[src/rtl/qft3_measure_unit_if.sv]
// Valid/ready bundle between the QFT pipeline, the measurement unit and its consumer.
// The master drives vectors and out_ready; the slave (the unit) returns beats and results.
interface qft3_measure_unit_if #(
  parameter int DATA_W = 8,
  parameter int PROB_W = 2*DATA_W,
  parameter int SUM_W  = 2*DATA_W+3
);
  logic                in_valid;
  logic                in_ready;
  logic [8*DATA_W-1:0] in_r;
  logic [8*DATA_W-1:0] in_i;
  logic                out_valid;
  logic                out_ready;
  logic [2:0]          out_idx;
  logic [PROB_W-1:0]   out_prob;
  logic                out_last;
  logic                res_valid;
  logic [2:0]          argmax_idx;
  logic [PROB_W-1:0]   argmax_prob;
  logic [SUM_W-1:0]    prob_sum;

  modport master (
    output in_valid, in_r, in_i, out_ready,
    input  in_ready, out_valid, out_idx, out_prob, out_last,
           res_valid, argmax_idx, argmax_prob, prob_sum
  );

  modport slave (
    input  in_valid, in_r, in_i, out_ready,
    output in_ready, out_valid, out_idx, out_prob, out_last,
           res_valid, argmax_idx, argmax_prob, prob_sum
  );
endinterface

[src/rtl/qft3_measure_unit.sv]
// Born-probability measurement of a captured 3-qubit state vector: one shared squarer
// pair, a registered product stage, then argmax/sum and an 8-beat probability stream.
module qft3_measure_unit #(
  parameter int DATA_W = 8,
  parameter int FRAC_W = 4,
  parameter int PROB_W = 2*DATA_W,
  parameter int SUM_W  = 2*DATA_W+3
) (
  input  logic               clk,
  input  logic               rst_n,
  qft3_measure_unit_if.slave bus
);

  if (FRAC_W >= DATA_W) begin : g_bad_frac_w
    $error("FRAC_W must leave at least one integer bit in DATA_W");
  end

  typedef enum logic [1:0] {IDLE, CALC, EMIT} state_e;

  state_e                   state_q;
  logic signed [DATA_W-1:0] re_q   [8];
  logic signed [DATA_W-1:0] im_q   [8];
  logic        [PROB_W-1:0] prob_q [8];

  // k_q issues operands 0..7; value 8 means every basis state has been issued.
  logic [3:0]        k_q;
  logic [PROB_W-1:0] sq_q;
  logic [2:0]        sq_idx_q;
  logic              sq_vld_q;

  logic [SUM_W-1:0]  sum_q;
  logic [PROB_W-1:0] max_q;
  logic [2:0]        max_idx_q;

  logic              in_ready_q;
  logic              out_valid_q;
  logic [2:0]        out_idx_q;
  logic [PROB_W-1:0] out_prob_q;
  logic              out_last_q;
  logic              res_valid_q;
  logic [2:0]        argmax_idx_q;
  logic [PROB_W-1:0] argmax_prob_q;
  logic [SUM_W-1:0]  prob_sum_q;

  logic signed [DATA_W-1:0]   re_op;
  logic signed [DATA_W-1:0]   im_op;
  logic signed [2*DATA_W-1:0] re_sq;
  logic signed [2*DATA_W-1:0] im_sq;
  logic        [PROB_W-1:0]   sq_d;
  logic                       take_new;
  logic        [PROB_W-1:0]   max_d;
  logic        [2:0]          max_idx_d;
  logic        [SUM_W-1:0]    sum_d;

  // Squares are non-negative, so (-2^(DATA_W-1))^2 still fits the signed product width.
  always_comb begin
    re_op = re_q[k_q[2:0]];
    im_op = im_q[k_q[2:0]];
    re_sq = re_op * re_op;
    im_sq = im_op * im_op;
    sq_d  = PROB_W'($unsigned(re_sq)) + PROB_W'($unsigned(im_sq));
  end

  // Strict greater-than keeps the lowest index on ties.
  always_comb begin
    take_new  = (sq_idx_q == 3'd0) || (sq_q > max_q);
    max_d     = take_new ? sq_q : max_q;
    max_idx_d = take_new ? sq_idx_q : max_idx_q;
    sum_d     = sum_q + SUM_W'(sq_q);
  end

  // NOTE: all state here uses non-blocking assignments so every register samples pre-edge values.
  always_ff @(posedge clk or negedge rst_n) begin
    if (!rst_n) begin
      state_q       <= IDLE;
      // NOTE: the operand and probability arrays are reset so an aborted vector leaves no residue.
      for (int k = 0; k < 8; k++) begin
        re_q[k]   <= '0;
        im_q[k]   <= '0;
        prob_q[k] <= '0;
      end
      k_q           <= '0;
      sq_q          <= '0;
      sq_idx_q      <= '0;
      sq_vld_q      <= 1'b0;
      sum_q         <= '0;
      max_q         <= '0;
      max_idx_q     <= '0;
      in_ready_q    <= 1'b1;
      out_valid_q   <= 1'b0;
      out_idx_q     <= '0;
      out_prob_q    <= '0;
      out_last_q    <= 1'b0;
      res_valid_q   <= 1'b0;
      argmax_idx_q  <= '0;
      argmax_prob_q <= '0;
      prob_sum_q    <= '0;
    end else begin
      res_valid_q <= 1'b0;
      sq_vld_q    <= 1'b0;
      case (state_q)
        IDLE: begin
          if (bus.in_valid && in_ready_q) begin
            for (int k = 0; k < 8; k++) begin
              re_q[k] <= bus.in_r[k*DATA_W +: DATA_W];
              im_q[k] <= bus.in_i[k*DATA_W +: DATA_W];
            end
            sum_q      <= '0;
            max_q      <= '0;
            max_idx_q  <= '0;
            k_q        <= '0;
            in_ready_q <= 1'b0;
            state_q    <= CALC;
          end
        end

        CALC: begin
          if (k_q != 4'd8) begin
            sq_q     <= sq_d;
            sq_idx_q <= k_q[2:0];
            sq_vld_q <= 1'b1;
            k_q      <= k_q + 4'd1;
          end
          // Second stage retires the product issued one cycle earlier.
          if (sq_vld_q) begin
            prob_q[sq_idx_q] <= sq_q;
            sum_q            <= sum_d;
            max_q            <= max_d;
            max_idx_q        <= max_idx_d;
            if (sq_idx_q == 3'd7) begin
              argmax_idx_q  <= max_idx_d;
              argmax_prob_q <= max_d;
              prob_sum_q    <= sum_d;
              res_valid_q   <= 1'b1;
              out_valid_q   <= 1'b1;
              out_idx_q     <= 3'd0;
              out_prob_q    <= prob_q[0];
              out_last_q    <= 1'b0;
              state_q       <= EMIT;
            end
          end
        end

        EMIT: begin
          if (bus.out_ready) begin
            if (out_last_q) begin
              out_valid_q <= 1'b0;
              out_idx_q   <= '0;
              out_prob_q  <= '0;
              out_last_q  <= 1'b0;
              in_ready_q  <= 1'b1;
              state_q     <= IDLE;
            end else begin
              out_idx_q  <= out_idx_q + 3'd1;
              out_prob_q <= prob_q[out_idx_q + 3'd1];
              out_last_q <= (out_idx_q == 3'd6);
            end
          end
        end

        default: state_q <= IDLE;
      endcase
    end
  end

  assign bus.in_ready    = in_ready_q;
  assign bus.out_valid   = out_valid_q;
  assign bus.out_idx     = out_idx_q;
  assign bus.out_prob    = out_prob_q;
  assign bus.out_last    = out_last_q;
  assign bus.res_valid   = res_valid_q;
  assign bus.argmax_idx  = argmax_idx_q;
  assign bus.argmax_prob = argmax_prob_q;
  assign bus.prob_sum    = prob_sum_q;

endmodule
[src/flat_wrapper.sv]
// flat-port wrapper written by rule: the top's interface ports become plain ports
module qft3_measure_unit_flat 
#(
  parameter int DATA_W = 8,
  parameter int FRAC_W = 4,
  parameter int PROB_W = 2*DATA_W,
  parameter int SUM_W  = 2*DATA_W+3
)
  (clk, rst_n, bus_in_valid, bus_in_r, bus_in_i, bus_out_ready, bus_in_ready, bus_out_valid, bus_out_idx, bus_out_prob, bus_out_last, bus_res_valid, bus_argmax_idx, bus_argmax_prob, bus_prob_sum);
  qft3_measure_unit_if #(.DATA_W(DATA_W), .PROB_W(PROB_W), .SUM_W(SUM_W)) bus_i ();
  input  logic clk;
  input  logic rst_n;
  input wire logic [$bits(bus_i.in_valid)-1:0] bus_in_valid;
  input wire logic [$bits(bus_i.in_r)-1:0] bus_in_r;
  input wire logic [$bits(bus_i.in_i)-1:0] bus_in_i;
  input wire logic [$bits(bus_i.out_ready)-1:0] bus_out_ready;
  output wire logic [$bits(bus_i.in_ready)-1:0] bus_in_ready;
  output wire logic [$bits(bus_i.out_valid)-1:0] bus_out_valid;
  output wire logic [$bits(bus_i.out_idx)-1:0] bus_out_idx;
  output wire logic [$bits(bus_i.out_prob)-1:0] bus_out_prob;
  output wire logic [$bits(bus_i.out_last)-1:0] bus_out_last;
  output wire logic [$bits(bus_i.res_valid)-1:0] bus_res_valid;
  output wire logic [$bits(bus_i.argmax_idx)-1:0] bus_argmax_idx;
  output wire logic [$bits(bus_i.argmax_prob)-1:0] bus_argmax_prob;
  output wire logic [$bits(bus_i.prob_sum)-1:0] bus_prob_sum;
  assign bus_i.in_valid = bus_in_valid;
  assign bus_i.in_r = bus_in_r;
  assign bus_i.in_i = bus_in_i;
  assign bus_i.out_ready = bus_out_ready;
  assign bus_in_ready = bus_i.in_ready;
  assign bus_out_valid = bus_i.out_valid;
  assign bus_out_idx = bus_i.out_idx;
  assign bus_out_prob = bus_i.out_prob;
  assign bus_out_last = bus_i.out_last;
  assign bus_res_valid = bus_i.res_valid;
  assign bus_argmax_idx = bus_i.argmax_idx;
  assign bus_argmax_prob = bus_i.argmax_prob;
  assign bus_prob_sum = bus_i.prob_sum;
  qft3_measure_unit #(.DATA_W(DATA_W), .FRAC_W(FRAC_W), .PROB_W(PROB_W), .SUM_W(SUM_W)) u_core (.clk(clk), .rst_n(rst_n), .bus(bus_i));
endmodule
[config.mk]
export PLATFORM = sky130hd
export DESIGN_NAME = qft3_measure_unit_flat
export DESIGN_NICKNAME = d
export VERILOG_FILES = /design/src/rtl/qft3_measure_unit_if.sv /design/src/rtl/qft3_measure_unit.sv /design/src/flat_wrapper.sv
export SDC_FILE = /design/constraint.sdc
export NUM_CORES = 1
export LEC_CHECK = 0
export CAP_MARGIN = 20
export CORE_UTILIZATION = 50
export CTS_CLUSTER_DIAMETER = 60
export DETAILED_ROUTE_END_ITERATION = 8
export GPL_TIMING_DRIVEN = 0
export PLACE_DENSITY = 0.71
export SYNTH_ARGS = -nofsm -noshare
export SYNTH_HDL_FRONTEND = slang
export SYNTH_SLANG_ARGS = --single-unit
[constraint.sdc]
create_clock -name clk -period 15 [get_ports clk]
set_input_delay 3.75 -clock clk [delete_from_list [all_inputs] [get_ports clk]]
set_output_delay 3.75 -clock clk [all_outputs]
set_load 0.01 [all_outputs]
# Yosys cells after proc, flatten, opt, wreduce, memory -nomap -nowiden
# Index checks and enable logic that the tools add are counted.
dict set report totals {
  ff_bits 381
  latch_bits 0
  mem_bits_rw 0
  romBits 0
  input_bits 132
  out_inout_bits 61
  word_cells 145
  memories 0
}
dict set report classes {
  add_sub_neg 4
  mul 2
  n_div 0
  order_cmp 5
  eq_ne 11
  n_shift 0
  muxes 61
  n_bitwise 3
  n_reduce_logical 18
}
# op count
set ops {}
lappend ops {{16-bit two-way mux} 10}
lappend ops {{128-bit bitwise mux} 1}
lappend ops {{16-bit one-hot mux with 2 select lines} 2}
lappend ops {{16-bit binary-select mux with 3-bit select} 1}
lappend ops {{8-bit binary-select mux with 3-bit select} 2}
lappend ops {{16-bit demux with 3-bit select} 1}
lappend ops {{19-bit two-way mux} 2}
lappend ops {{19-bit one-hot mux with 2 select lines} 1}
lappend ops {{8-bit by 8-bit multiplier with 16-bit output} 2}
lappend ops {{8-bit two-way mux} 4}
lappend ops {{3-bit two-way mux} 7}
lappend ops {{19-bit by 16-bit adder with 19-bit output} 1}
lappend ops {{16-bit adder} 1}
lappend ops {{16-bit greater-than comparator} 1}
lappend ops {{1-bit two-way mux} 16}
lappend ops {{4-bit greater-or-equal comparator, second input constant} 3}
lappend ops {{3-bit NOT with 4-bit output} 3}
lappend ops {{3-bit one-hot mux with 2 select lines} 2}
lappend ops {{2-bit two-way mux} 5}
lappend ops {{2-bit by 1-bit != test with 1-bit output, second input constant} 5}
lappend ops {{5-bit AND reduction} 2}
lappend ops {{3-bit AND reduction} 3}
lappend ops {{4-bit two-way mux} 2}
lappend ops {{4-bit one-hot mux with 2 select lines} 1}
lappend ops {{17 further kinds} 26}

# Depth between registers and ports, before layout
# Gate-level depths: netlist of run 1.
dict set report logic_depth {
  depth_word 8
  mapped_depth 28
  depth_no_buf 25
}

# Worst setup path before layout of run 1
# No wires, ideal clock.
dict set report synth_path {
  kind {reg2reg}
  start {register u_core.k_q[0]}
  end {register u_core.sq_q[12]}
  setup_time_ns 0.125
  arrival_time_ns 6.567
  t_required_ns 14.875
  path_slack_ns 8.309
  path_stages_with_launch 23
  cell_sequence {dfrtp_1 > buf_6 > buf_6 > buf_4 > mux4_2 > mux2i_1 > inv_1 > nand2_1 > inv_1 > fa_1 > fa_1 > fa_1 > fa_1 > fa_1 > inv_1 > fa_1 > inv_1 > ha_1 > or3_1 > o31ai_1 > o21ai_0 > xor2_1 > mux2_2}
}
dict set report synth_between {
  elab_chain_cells 6
  elab_cells_between_ends 12
}
# item line
set synth_rtl {}
lappend synth_rtl {{start: declaration} qft3_measure_unit.sv:26} ;# logic [3:0] k_q;
lappend synth_rtl {{start signal: assignment} qft3_measure_unit.sv:122} ;# k_q <= k_q + 4'd1;
lappend synth_rtl {{3-bit NOT with 4-bit output (implied by the code)} {qft3_measure_unit.sv:57, qft3_measure_unit.sv:58}}
lappend synth_rtl {{8-bit binary-select mux with 3-bit select, on equally long branches} {qft3_measure_unit.sv:57, qft3_measure_unit.sv:58}}
lappend synth_rtl {{8-bit two-way mux, on equally long branches (2 in series)} {qft3_measure_unit.sv:57, qft3_measure_unit.sv:58}}
lappend synth_rtl {{8-bit by 8-bit multiplier with 16-bit output, on equally long branches} {qft3_measure_unit.sv:59, qft3_measure_unit.sv:60}}
lappend synth_rtl {{16-bit adder} qft3_measure_unit.sv:61} ;# sq_d = PROB_W'($unsigned(re_sq)) + PROB_W'($unsigned(im_sq));
lappend synth_rtl {{end signal: assignment} qft3_measure_unit.sv:119} ;# sq_q <= sq_d;
lappend synth_rtl {{end: declaration} qft3_measure_unit.sv:27} ;# logic [PROB_W-1:0] sq_q;
# Parallel ways exist; a longest one is shown, timed or not. The select of a mux whose other input is x is not followed.
# A chain may end at the register's enable or synchronous reset.

# Final worst setup path of run 1
dict set report layout_path {
  start {register u_core.k_q[1]}
  end {register u_core.sq_q[15]}
}
# Same word-level chain as after synthesis.

==> results of run 1 <==
-- layer usage --
metal  share of wire (%)  vias up  track usage, %
li1                    -     7379               -
met1                  42     8133            33.9
met2                  50      455            44.6
met3                 4.5       97            2.98
met4                 3.0        0            9.28
met5                   0        -               0
-- cell families after synthesis --
kind of cell    synth area share [%]
simple gates                    13.4
flops                           43.0
buf+inv                         5.18
compound gates                  7.02
mux                             14.2
fa+ha+maj                       15.4
xor+xnor                        1.85
-- placed cells by master, fill, tap and decap left out, types with 5 or more instances in the layout --
cell type        count
nand2_1            549
dfrtp_1            380
clkdlybuf4s50_1    191
inv_1              170
fa_1               116
mux2_2             107
nor2_1              93
ha_1                87
clkbuf_1            83
o21ai_0             74
mux4_2              48
a21oi_1             42
clkbuf_16           42
xnor2_1             33
a22o_1              29
buf_2               25
mux2i_1             25
and3_1              18
a221oi_1            17
mux4_1              16
or2_2               12
xor2_1              12
a21o_1              12
nor3_1               7
o21a_1               7
clkbuf_8             7
or3_1                6
a211oi_1             6
nand4_1              6
buf_6                5
buf_4                5
and2_1               5
nor2b_1              5
nand3_1              5
a31oi_1              5
-- layout make-up --
cell class              instances  area (um^2)  share of cell area (%)
clock inverters                14          191                   0.728
well taps                     585          732                    2.78
clock buffers                  61         1190                    4.53
inverters                     174          656                    2.49
repair buffers                195         2010                    7.64
plain buffers                 108          494                    1.88
flip-flops and latches        381         9540                    36.2
multi-input cells            1412        11500                    43.7
-- worst reg2reg max path, stage by stage (launching register included) --
cell,delay (ns)
dfrtp_1,0.34
buf_2,0.26
buf_2,0.36
buf_2,0.37
mux4_1,0.35
mux2i_1,0.56
inv_1,0.31
nand2_1,0.19
inv_1,0.07
fa_1,0.50
inv_1,0.05
fa_1,0.47
inv_1,0.05
fa_1,0.52
fa_1,0.45
fa_1,0.56
inv_1,0.06
fa_1,0.54
inv_1,0.05
ha_1,0.34
o21ai_0,0.12
nor2_1,0.22
o21ai_0,0.20
o211ai_1,0.21
o211ai_1,0.13
xnor2_1,0.22
o21ai_0,0.11
-- per-stage QoR --
stage / hold WS (ns) / cell area (um^2) / cells / setup TNS [ns] / setup WS [ns]
final: 0.464 / 26300 / 2930 / 0 / 7.25
after global routing: 0.480 / 26300 / 2930 / 0 / 6.83
after CTS: 0.468 / 26300 / 2930 / 0 / 7.23
after detailed placement: 0.454 / 24900 / 2855 / 0 / 7.24
after global placement: 0.451 / 24800 / 2852 / -2262.78 / -6.00
after floorplan: 0.437 / 22200 / 2075 / 0 / 8.31
-- registers in the layout (all words and copies together) (netlist names), 16 cells and up --
| signal | cells |
|---|---|
| u_core.bus.out_prob | 16 |
| u_core.sq_q | 16 |
| u_core.im_q | 64 |
| u_core.re_q | 64 |
| u_core.max_q | 16 |
| u_core.bus.argmax_prob | 16 |
| u_core.prob_q | 128 |
| u_core.sum_q | 19 |
| u_core.bus.prob_sum | 19 |
-- how the worst min path moves through the flow --
stage | depth (start not counted) | end | from
4_1_cts | 2 | u_core.re_q[18] | u_core.re_q[18]
6_report | 2 | u_core.re_q[18] | u_core.re_q[18]
3_5_place_dp | 2 | u_core.re_q[18] | u_core.re_q[18]
5_1_grt | 2 | u_core.im_q[3] | u_core.im_q[3]
3_3_place_gp | 2 | u_core.re_q[21] | u_core.re_q[21]
2_1_floorplan | 2 | u_core.im_q[16] | u_core.im_q[16]
==> impl_results.md, run 1 <==
* Post-Syn Nets at between 2000 and 2500
* CTS tree: done
* Die Span X at about 210 um
* Proportion of synthesized chip area in sequential cells at between 40% and 50%
* Number of vias per cell at approximately 5.5
* Worst slew slack as a fraction of its limit at slightly below 30%
* Leading register cell type out of synthesis: dfrtp_1
* Worst R2R End: u_core.sq_q[15]
* Req. time, crit path at 15.43 ns
* Clock H-tree levels at 2
* First-pass iteration count of the detailed router at 6
* Synthesized cell area at 22200 um^2
* Final #Nets at 2649
* Flops & latches, synth at about 380
* Buf+Inv Stages, Crit Path at 9
* Final core utilization at about 60%
* Top Ports at 193
* Placer's final routability congestion estimate at 0.870
* Aggregate routed wire length at 55900 um
* Hold Crit Class: flip-flop to flip-flop
* Number of standard cells after synthesis at a little over 2000
* Instance count on the critical path at 26
* Unrepaired setup endpoints after global routing: no
* Synth-to-Final Area Change at 18.6%
* Max-slew violations at 0
* Layout filler cell count at 3622
* Clock sinks at 381
* Remaining design rule violation count at 0
* Antenna violations before repair at 0
* Largest stage delay, worst path at 0.56 ns
* Number of buffer cells added on primary ports at 192
* FF-to-FF Start: u_core.k_q[1]
* Area leader, netlist: dfrtp_1
* Number of synthesized flops with an enable pin at 0
* Critical path arrival at between 8 and 9 ns
* Total GRT Usage at 25.9%
* Distinct cell type count of the synthesized netlist at 76
* Site Rows at 76
* Maximum clock insertion buffer count at 3
* Wire length of the first global-routing pass at between 90000 and 100000 um
* Die Outline Area at 45200 um^2
* Final Skew at between 0.03 and 0.04 ns
* Type of the worst setup path: flip-flop to flip-flop
* Setup-failing EPs final at 0
* Cts-stage hold buffer count at 0
* Startpoint type of the worst setup path: flip-flop
* DP HPWL at 42200 um
* Worst Setup End Kind: flip-flop
* Vias at 16064
* Antenna viol nets, final at 0
* Share of the clock period used by the worst path at 51.7%
* Fraction of post-synthesis cell area in the top cell type by area at 42.9%
* # diodes at 0
* Max Fclk at 129 MHz
* Fraction of registers with async set or reset after synthesis at 100%
* Top post-synthesis cells by area: dfrtp_1, fa_1, nand2_1
* Post-cts sizing count at 0
* Cell with the most instances after synthesis: nand2_1
* Count of final hold-check violations at 0
* Reg clk slew, reported paths at 0.06 ns
* End point of the critical path: u_core.sq_q[15]
* Starting density of the core at 51.0%
* Number of global-route vias before repair at around 17000
* Post-Syn Area per Cell at ~11 um^2
* Die height at roughly 210 um
* Placeable Area at between 40000 and 50000 um^2
* Leftover overflow at the end of global routing at 0
* Total setup buffers inserted after CTS at 0
* Most instantiated cells after synthesis: nand2_1, dfrtp_1, inv_1, fa_1, mux2_2
* Final period demand of the worst path at 7.75 ns
* Worst-case register-to-register setup slack at approximately 7.2 ns
* Worst path top cell family by delay: adder cells
* Number of cells on the worst reg-to-reg path at 26
* Number of buffers created by CTS at 42
* Master of the slowest instance on the critical path: mux2i_1
* Starting DRC count in detailed routing at 1089
* Largest net degree at the start of global routing at 125
* Max FO, Critical Path at 10
* Worst Tran Pin Value at 1.04 ns
* Count of max-cap constraint violations at 0
* Status: completed
* Share of cells above drive strength 1 at 13.0%
* Post-detailed-route wirelength per cell at approximately 19 um
* Number of warnings reported in the yosys synthesis log at 0
* Root buffer selected by CTS: clkbuf_16
* Worst skew pair latency at around 0.58 ns
* Launching instance or port of the critical path: u_core.k_q[1]
Power of run 1 is not shown: default switching activity piles up to over one toggle a cycle in this logic, so the estimate is an artifact.
==> inputs of run 2 (changes only) <==
--- a/config.mk
+++ b/config.mk
@@ -10,7 +10,7 @@
 export CTS_CLUSTER_DIAMETER = 60
 export DETAILED_ROUTE_END_ITERATION = 8
 export GPL_TIMING_DRIVEN = 0
-export PLACE_DENSITY = 0.71
+export PLACE_DENSITY = 0.73
 export SYNTH_ARGS = -nofsm -noshare
 export SYNTH_HDL_FRONTEND = slang
 export SYNTH_SLANG_ARGS = --single-unit
==> constraint.sdc (replaced) <==
create_clock -name clk -period 6.4 [get_ports clk]
set_input_delay 1.6 -clock clk [delete_from_list [all_inputs] [get_ports clk]]
set_output_delay 1.6 -clock clk [all_outputs]
set_load 0.01 [all_outputs]
==> impl_results.md, run 2 (synthesized netlist as in run 1, its figures left out) <==
* Status: complete, but fails checks
* Violations in the final reports: negative setup slack
* Number of vias per cell at around 5.6
* Die Outline Area at ~45000 um^2
* Number of buffer cells added on primary ports at 192
* Reg clk slew, reported paths at 0.06 ns
* Total GRT Usage at 27.3%
* Number of cells on the worst reg-to-reg path at 24
* Global-route met1 utilization at 34.8%
* Share of the clock period used by the worst path at 104%
* Die Span X at 213 um
* Req. time, crit path at 6.85 ns
* Top Ports at 193
* Critical path arrival at 7.13 ns
* Final Skew at 0.0118 ns
* First-pass iteration count of the detailed router at 6
* Unrepaired setup endpoints after global routing: yes
* Worst-case register-to-register setup slack at -0.27 ns
* FF-to-FF Start: u_core.k_q[0]
* Worst Hold Path EP: u_core.im_q[49]
* Number of global-route vias before repair at 17667
* Leftover overflow at the end of global routing at 0
* Root buffer selected by CTS: clkbuf_16
* Startpoint type of the worst setup path: flip-flop
* Aggregate routed wire length at 58800 um
* Max Fclk at 150 MHz
* Antenna violations before repair at 0
* Clock H-tree levels at 2
* Remaining design rule violation count at 0
* Worst R2R End: u_core.sq_q[12]
* DP HPWL at 42100 um
* Placeable Area at 43500 um^2
* Clock sinks at 381
* Vias at 16703
* Starting density of the core at approximately half
* Max FO, Critical Path at 6
* Total Negative Setup Slacks at -1.49 ns
* Final #Nets at ~2700
* Hold path cells at 2
* Master of the slowest instance on the critical path: fa_1
* Setup-failing EPs final at 7
* Count of final hold-check violations at 0
* Worst Setup End Kind: flip-flop
* Antenna viol nets, final at 0
* Max-slew violations at 0
* Maximum clock insertion buffer count at 3
* Area taken by flip-flops and latches at ~9500 um^2
* Largest registers ranked by flip-flop count: u_core.prob_q: 128 flops, u_core.im_q: 64 flops, u_core.re_q: 64 flops
* Count of max-cap constraint violations at 0
* Largest net degree at the start of global routing at ~130
* Combined area of the multi-input logic cells at 11800 um^2
* GR Layer Usage met2 at 47.7%
* Ordered cell list for the critical path: buf_12 -> buf_12 -> buf_12 -> mux4_2 -> mux2i_4 -> or2_4 -> inv_4 -> fa_1 -> fa_1 -> inv_2 -> fa_1 -> inv_1 -> fa_1 -> fa_1 -> inv_2 -> fa_1 -> inv_2 -> ha_4 -> or3_4 -> o21a_1 -> o31ai_4 -> o21ai_2 -> xor2_1 -> mux2_4
* Die height at 213 um
* Met3 usage in global routing at under 10%
* Post-detailed-route wirelength per cell at 19.6 um
* # diodes at 0
* CTS tree: done
* Commonest non-fill, non-tap cell in the layout: nand2_1
* Largest stage delay, worst path at 0.61 ns
* Placer's final routability congestion estimate at 0.890
* Wire length of the first global-routing pass at 94900 um
* Cell repeated most along the worst path: fa_1
* Worst Tran Pin Value at between 1 and 1.5 ns
* Commonest cells after routing, fill and taps aside: nand2_1, dfrtp_1, clkdlybuf4s50_1
* Max reg flops at between 100 and 150
* Final period demand of the worst path at 6.67 ns
* Register with the most flip-flops: u_core.prob_q
* Layout filler cell count at between 3000 and 4000
* Launch instance of the worst min-delay path: u_core.im_q[49]
* Hold Crit Class: flip-flop to flip-flop
* Worst skew pair latency at ~0.57 ns
* Worst slew slack as a fraction of its limit at 31.9%
* Type of the worst setup path: flip-flop to flip-flop
* Setup ws final at -0.274 ns
* Synth-to-Final Area Change at 23.4%
* Starting DRC count in detailed routing at 1290
* Share of cells above drive strength 1 at 18.3%
* Most crowded layer after global routing: met2
* Site Rows at 76
* Number of buffers created by CTS at 43
* Cts-stage hold buffer count at 0
## run 2: changes by cell type in the layout (fill, tap and decap cells not counted), sizes merged
cell,change
buf,+66
clkbuf,+3
clkinvlp,-3
bufbuf,+1
inv,+1
## run 2: worst max-delay path by stage
stage                        startpoint               to  slack, ns  cells past startpoint
after global placement            rst_n  u_core.re_q[17]     -12.41                      1
after floorplan           u_core.k_q[0]  u_core.sq_q[12]      0.004                     22
after CTS                 u_core.k_q[0]  u_core.sq_q[12]      -0.27                     24
after detailed placement  u_core.k_q[1]  u_core.sq_q[15]      -1.11                     26
final                     u_core.k_q[0]  u_core.sq_q[12]      -0.27                     24
after global routing      u_core.k_q[0]  u_core.sq_q[12]      -0.44                     26
## run 2: repair_timing
item,CTS,global route
buffers inserted,54,11
setup endpoints to repair,10,8
pin swaps,37,28
gates resized for setup,91,28
cloned,2,0
## run 2: final cells by class
| class | instances | area share (%) |
|---|---|---|
| clock inverters | 12 | 0.640 |
| flip-flops and latches | 381 | 34.9 |
| well taps | 585 | 2.67 |
| plain buffers | 108 | 2.10 |
| inverters | 174 | 2.41 |
| repair buffers | 262 | 9.68 |
| multi-input cells | 1412 | 43.1 |
| clock buffers | 64 | 4.55 |
## run 2: metal layers
layer,wire (um),part of all wire (%)
met5,0,0
met4,2070,3.5
met3,3060,5.2
met2,29700,51
met1,24000,41
## run 2: worst max-delay path: cells and delay by family, from the launching register on
family          cells  cell delay, ns
compound gates      3            0.43
buf+inv             8            0.65
simple gates        2            0.54
mux                 3            1.04
flops               1            0.41
fa+ha+maj           7            3.32
xor+xnor            1            0.16
## run 2: per-stage QoR
| stage | hold slack [ns] | std cells | setup slack [ns] | util (%) | cell area, um^2 |
|---|---|---|---|---|---|
| 5_1_grt | 0.498 | 2998 | -0.442 | 63.0 | 27400 |
| 2_1_floorplan | 0.437 | 2075 | 0.00353 | - | 22300 |
| 4_1_cts | 0.474 | 2987 | -0.269 | 62.6 | 27200 |
| 6_report | 0.470 | 2998 | -0.274 | 63.0 | 27400 |
| 3_3_place_gp | 0.450 | 2852 | -12.41 | 57.3 | 24900 |
| 3_5_place_dp | 0.456 | 2855 | -1.11 | 57.5 | 25000 |
Power of run 2 is left out for the same reason.
